$ cat src/rtl/mem_access_ctrl.sv
// LC-3 memory access controller: MAR/MDR, req/ack access with timeout.
// Define MEM_MMIO_EN to service KBSR/KBDR/DSR/DDR locally.
module mem_access_ctrl #(
  parameter int unsigned TIMEOUT = 16
) (
  input  logic        clk,
  input  logic        rst_n,
  input  logic [15:0] marIn,
  input  logic        ldMAR,
  input  logic [15:0] busIn,
  input  logic        ldMDR,
  input  logic        memEn,
  input  logic        rw,
  output logic [15:0] mdrOut,
  output logic        R,
  output logic        accErr,
  output logic [15:0] memAddr,
  output logic [15:0] memWData,
  input  logic [15:0] memRData,
  output logic        memReq,
  output logic        memWe,
  input  logic        memAck,
  input  logic        kbdStrobe,
  input  logic [7:0]  kbdData,
  input  logic        dspReady,
  output logic        ddrStrobe,
  output logic [7:0]  ddrData
);

  typedef enum logic [1:0] {
    IDLE,
    REQ,
    DONE
  } state_e;

  localparam logic [16:0] TO_LIM = 17'(TIMEOUT);

  state_e      state_q, state_d;
  logic [15:0] mar_q, mar_d;
  logic [15:0] mdr_q, mdr_d;
  logic [15:0] cnt_q, cnt_d;
  logic        rw_q, rw_d;
  logic        err_q, err_d;
  logic        r_q;
  logic        req_q;
  logic        we_q;

  logic [15:0] eff_addr;
  logic [15:0] eff_mdr;
  logic        mmio_hit;
  logic [15:0] mmio_rdata;

  // A same-cycle ldMAR/ldMDR feeds the access started by memEn.
  assign eff_addr = ldMAR ? marIn : mar_q;
  assign eff_mdr  = ldMDR ? busIn : mdr_q;

`ifdef MEM_MMIO_EN
  logic       kb_rdy_q;
  logic       kb_ie_q;
  logic [7:0] kbdr_q;
  logic       ddr_stb_q;
  logic [7:0] ddr_q;
  logic       is_kbsr, is_kbdr, is_dsr, is_ddr;
  logic       mmio_go;

  always_comb begin
    is_kbsr    = (eff_addr == 16'hFE00);
    is_kbdr    = (eff_addr == 16'hFE02);
    is_dsr     = (eff_addr == 16'hFE04);
    is_ddr     = (eff_addr == 16'hFE06);
    mmio_hit   = is_kbsr | is_kbdr | is_dsr | is_ddr;
    mmio_go    = (state_q == IDLE) && memEn && mmio_hit;
    mmio_rdata = '0;
    unique case (1'b1)
      is_kbsr: mmio_rdata = {kb_rdy_q, kb_ie_q, 14'h0};
      is_kbdr: mmio_rdata = {8'h0, kbdr_q};
      is_dsr:  mmio_rdata = {dspReady, 15'h0};
      default: mmio_rdata = '0;
    endcase
  end

  always_ff @(posedge clk or negedge rst_n) begin
    if (!rst_n) begin
      kb_rdy_q  <= 1'b0;
      kb_ie_q   <= 1'b0;
      kbdr_q    <= '0;
      ddr_stb_q <= 1'b0;
      ddr_q     <= '0;
    end else begin
      // A new keystroke beats the clear from a KBDR read.
      if (kbdStrobe) begin
        kb_rdy_q <= 1'b1;
        kbdr_q   <= kbdData;
      end else if (mmio_go && !rw && is_kbdr) begin
        kb_rdy_q <= 1'b0;
      end
      if (mmio_go && rw && is_kbsr) begin
        kb_ie_q <= eff_mdr[14];
      end
      ddr_stb_q <= mmio_go && rw && is_ddr;
      if (mmio_go && rw && is_ddr) begin
        ddr_q <= eff_mdr[7:0];
      end
    end
  end

  assign ddrStrobe = ddr_stb_q;
  assign ddrData   = ddr_q;
`else
  logic unused_mmio;

  assign mmio_hit    = 1'b0;
  assign mmio_rdata  = '0;
  assign ddrStrobe   = 1'b0;
  assign ddrData     = '0;
  assign unused_mmio = ^{kbdStrobe, kbdData, dspReady};
`endif

  always_comb begin
    state_d = state_q;
    mar_d   = mar_q;
    mdr_d   = mdr_q;
    cnt_d   = cnt_q;
    rw_d    = rw_q;
    err_d   = err_q;
    unique case (state_q)
      IDLE: begin
        mar_d = eff_addr;
        mdr_d = eff_mdr;
        if (memEn) begin
          rw_d = rw;
          if (mmio_hit) begin
            state_d = DONE;
            if (!rw) begin
              mdr_d = mmio_rdata;
            end
          end else begin
            state_d = REQ;
          end
        end
      end
      REQ: begin
        if (memAck) begin
          state_d = DONE;
          if (!rw_q) begin
            mdr_d = memRData;
          end
        end else if ({1'b0, cnt_q} + 17'd1 == TO_LIM) begin
          state_d = DONE;
          err_d   = 1'b1;
          if (!rw_q) begin
            mdr_d = '0;
          end
        end else begin
          cnt_d = cnt_q + 16'd1;
        end
      end
      DONE: begin
        cnt_d   = '0;
        state_d = IDLE;
      end
      default: state_d = IDLE;
    endcase
  end

  always_ff @(posedge clk or negedge rst_n) begin
    if (!rst_n) begin
      state_q <= IDLE;
      mar_q   <= '0;
      mdr_q   <= '0;
      cnt_q   <= '0;
      rw_q    <= 1'b0;
      err_q   <= 1'b0;
      r_q     <= 1'b0;
      req_q   <= 1'b0;
      we_q    <= 1'b0;
    end else begin
      state_q <= state_d;
      mar_q   <= mar_d;
      mdr_q   <= mdr_d;
      cnt_q   <= cnt_d;
      rw_q    <= rw_d;
      err_q   <= err_d;
      r_q     <= (state_q == DONE);
      req_q   <= (state_d == REQ);
      we_q    <= (state_d == REQ) && rw_d;
    end
  end

  assign mdrOut   = mdr_q;
  assign memAddr  = mar_q;
  assign memWData = mdr_q;
  assign R        = r_q;
  assign accErr   = err_q;
  assign memReq   = req_q;
  assign memWe    = we_q;

endmodule

$ cat config.mk
export PLATFORM = sky130hd
export DESIGN_NAME = mem_access_ctrl
export DESIGN_NICKNAME = d
export VERILOG_FILES = /design/src/rtl/mem_access_ctrl.sv
export SDC_FILE = /design/constraint.sdc
export NUM_CORES = 1
export LEC_CHECK = 0
export BUFFER_PORTS_ARGS = -buffer_cell sky130_fd_sc_hd__buf_4
export CORE_MARGIN = 5
export CORE_UTILIZATION = 48
export DETAILED_ROUTE_END_ITERATION = 8
export PLACE_DENSITY = 0.8
export SLEW_MARGIN = 20
export SYNTH_ARGS = -nofsm -noshare
export SYNTH_HDL_FRONTEND = slang
export SYNTH_SLANG_ARGS = --single-unit
$ cat constraint.sdc
create_clock -name clk -period 3.3 [get_ports clk]
set_input_delay 0.99 -clock clk [delete_from_list [all_inputs] [get_ports clk]]
set_output_delay 0.99 -clock clk [all_outputs]
set_load 0.05 [all_outputs]
# Word level (Yosys, flattened, before mapping)
# Index checks and enable logic that the tools add are counted.
# op_classes
n_addsub,2
n_eq_ne,9
n_mux,15
bitwise,1
n_reduce_logical,8
# op_table
operator,n
$mux 16,7
$pmux 16 s2,2
$add 16x1->17 const B,1
$eq 17x5->1 const B,1
$add 16x1->16 const B,1
$ne 2x2->1 const B,4
$mux 2,3
$reduce_and 3->1,2
$eq 2x1->1 const B,2
$pmux 2 s2,1
$reduce_and 4->1,1
$reduce_bool 2->1,2
$ne 3x3->1 const B,1
$eq 2x2->1 const B,1
$logic_not 2->1,1
$mux 1,2
$reduce_and 2->1,1
$logic_and 1x1->1,1
$not 1->1,1
# word_totals
register_bits,55
in_bits,65
output_inout_bits,61

# Logic depth before layout (Yosys ltp)
# depth
word_depth,7
mapped_depth,9

# Least setup slack after synthesis
# Ideal clock, no wire load.
# synth_timing
path_kind,flip-flop to flip-flop
start,register cnt_q[0]
end,register mdr_q[10] (netlist: mdrOut[10])
arrival_time_ps,2156
required_time_ps,3175
setup_slack_ps,1019
stages_incl_launch_ff,10
n_path_buf,1
synth_period_minus_slack_ps,2281
cell_sequence,dfrtp_1 > ha_1 > and4_4 > nand4_4 > mux2i_1 > o211ai_2 > o21ai_4 > nand2_4 > buf_6 > mux2_4
# synth_via
elab_chain_cells,4
# synth_lines
item,line,source
start: declaration,41,"logic [15:0] cnt_q, cnt_d;"
start signal: assignment,181,cnt_q <= cnt_d;
$add 16x1->17,148,"end else if ({1'b0, cnt_q} + 17'd1 == TO_LIM) begin"
$eq 17x5->1,148,
$ne 3x3->1 (no line),n/a,
$reduce_and 4->1 (no line),n/a,
end signal: assignment,180,mdr_q <= mdr_d;
end: declaration,40,"logic [15:0] mdr_q, mdr_d;"
# Every way passes these cells.
# A chain may end at the register's enable or synchronous reset.

# Worst setup path in the final report
# layout_timing
start,register cnt_q[0]
end,register mdr_q[5] (netlist: mdrOut[5])
# Same word-level chain as after synthesis.

==> metrics <==
Yosys Warn Count=0; global-route wire length before repair=10,330 µm; worst hold margin=0.4715 ns; Placer Congestion=0.8136; most common cell after layout, fill and taps aside=buf_4; clock transition at the registers of the reported paths=0.09 ns; post-route ant nets=0; vias in the first global route=2,220; Gate power share=58.4%; Slew @ Worst Pin=0.6802 ns; post-CTS sizing=0; Starting Density=48.53%; slowest stage cell on the critical path=dfrtp_1; Final nets=446; RSZ-0062 raised after global routing=no; area grow syn2layout=25.17%; status=complete, no violations; worst skew pair latency=0.30 ns; TritonCTS Buffers=5; DIE AREA=8041 µm²; achievable frequency=389.9 MHz; DRT Pass-1 Iters=4; post-synthesis cell area=3047 µm²; Finished Layout Cells=458; GR Util met1=19.81%; max_cap viols=0; CP cell instances=ha_1 -> and4_4 -> nand4_4 -> mux2i_1 -> o211ai_2 -> o21ai_4 -> nand2_4 -> mux2_4; number of synthesized register bits=55; postcts setup bufs=0; Setup WS pre-CTS=0.7455 ns; root buf cell=clkbuf_8; commonest non-fill, non-tap cells in the layout=buf_4 (108), dfrtp_1 (55), nand2_1 (55); Clock power frac=11.9%; CTS max path bufs=2; FFs w/ async S/R, synth=100.0%; clk_skew=0.01025 ns; total negative setup slack=0 ns; DRT iter0 DRCs=110; I/O Buffers=106; Slew Limit Fails=0; FP Rows=29; Avg Synthesized Cell Area=10.09 µm²; Die H=89.67 µm; Fin. Hold Viols=0; CTS H-Tree Depth=2; # DRC=0; startpoint class of the critical path=flop; global-route track usage on met3=2.281%; global route overflow=0; Critical Path RT=3.49 ns; Total Routed Length=6698 µm; Rel. slew slack=54.65%; VDD IR-drop max=0.7909 mV; I/O pins=126; Final setup viols=0; core area=6277 µm²; EDFF count, synth=0; crit-path max FO=16; Sw Pwr=1886 µW; post-synthesis sequential area ratio=45.17%; share of cells above drive strength 1=42.52%; Final Cycle Share=77.71%; routing usage on met2=29.12%; GRT Util Overall=16.11%; Crit. End Element=flop; number of diodes=0; initial antenna violation count=0; Tmin final=2.565 ns; sw frac=49.74%; via/cell ratio=5.129; Hold Crit Class=flop to flop; hold_buf cts=0; WS Path Type=flop to flop; Largest stage delay, worst path=0.42 ns; busiest layer in global routing=met2; Worst EP arrival=2.75 ns; chip width=89.67 µm; Routed WL per cell=14.62 µm; post-route worst setup slack=0.7355 ns; CTS Sinks=55; Pleak=0.001924 µW; largest net degree at the start of global routing=56; Cell Pwr Density=994.4 nW/µm²; CTS tree=yes; leading register cell type out of synthesis=dfrtp_1; sequential power share=29.6%; placed insts=450; Final HPWL DP=5003 µm; via count=2,349; internal power=1906 µW; Syn Inst Count=302; Netlist cell types=50
[kinds of logic after synthesis]
| kind of cell | count (synthesis) | share of synthesized area [%] |
|---|---|---|
| AO/OA/AOI/OAI | 43 | 9.610 |
| XOR/XNOR | 6 | 1.725 |
| adder cells (fa/ha/maj) | 1 | 0.4106 |
| buffers and inverters | 48 | 9.815 |
| flip-flops | 55 | 45.17 |
| multiplexers | 38 | 15.11 |
| other | 1 | 0.1231 |
| AND/OR/NAND/NOR | 110 | 18.03 |
[cells in the mapped netlist, types with 3 or more instances]
cell type | count | area, µm²
a211o_1 | 4 | 35.03
a31oi_1 | 5 | 31.28
and2_1 | 3 | 18.77
and3_1 | 3 | 18.77
buf_4 | 27 | 202.7
clkbuf_1 | 13 | 48.80
dfrtp_1 | 55 | 1376
inv_1 | 3 | 11.26
mux2_2 | 24 | 270.3
mux2_4 | 10 | 150.1
mux2i_1 | 4 | 40.04
nand2_1 | 55 | 206.5
nand3_1 | 7 | 35.03
nor2_1 | 16 | 60.06
nor3_1 | 7 | 35.03
o21ai_0 | 21 | 105.1
xnor2_1 | 4 | 35.03
[layout make-up]
type | count | area (µm²)
fillers | 533 | 2464
multi-input cells | 207 | 1401
repair buffers | 108 | 810.8
flip-flops and latches | 55 | 1376
inverters | 3 | 11.26
clock buffers | 6 | 82.58
clock inverters | 2 | 35.03
well taps | 77 | 96.34
[power by group through the flow]
stage	logic, µW	clock network (µW)	registers [µW]
after floorplan	1100	0	1760
after global placement	2210	0	1120
after detailed placement	2240	0	1140
after CTS	2240	471	1120
after global routing	2330	496	1170
final	2220	453	1120
[stage by stage]
stage | area [µm²] | util [%] | power (µW)
floorplan | 3077 | - | 2860
detailed placement | 3696 | 58.88 | 3373
global route | 3814 | 60.75 | 3990
finish | 3814 | 60.75 | 3792
CTS | 3814 | 60.75 | 3833
global placement | 3696 | 58.88 | 3326
[routing by layer]
metal  vias up  wire length [µm]
met2        61              3526
met1      1128              2673
met4         0                85
li1       1151                 -
met3         9               413
met5         -                 0
[critical path, delay by kind of cell (launching register included)]
kind | cells | cell delay [ns]
adder cells (fa/ha/maj) | 1 | 0.27
AND/OR/NAND/NOR | 3 | 0.67
AO/OA/AOI/OAI | 2 | 0.51
multiplexers | 2 | 0.59
flip-flops | 1 | 0.42
[flip-flops by register name, indices dropped and copies added (netlist names)]
signal and flops:
R 1, accErr 1, cnt_q 16, mdrOut 16, memAddr 16, memReq 1, memWe 1, rw_q 1
state_q 2
[worst paths after layout]
check,end,startpoint,depth (start not counted),slack [ns]
min in group asynchronous,cnt_q[5]$_DFFE_PN0P_,rst_n,1,0.71
worst min register to register,accErr$_DFFE_PN0P_,accErr$_DFFE_PN0P_,1,0.47
worst min-delay path,accErr$_DFFE_PN0P_,accErr$_DFFE_PN0P_,1,0.47
worst max register to register,mdrOut[5]$_DFFE_PN0P_,cnt_q[0]$_DFFE_PN0P_,8,0.74
worst max-delay path,mdrOut[5]$_DFFE_PN0P_,cnt_q[0]$_DFFE_PN0P_,8,0.74
max in group asynchronous,memAddr[8]$_DFFE_PN0P_,rst_n,1,2.13
Note: power is estimated with default switching activity, not from simulation.
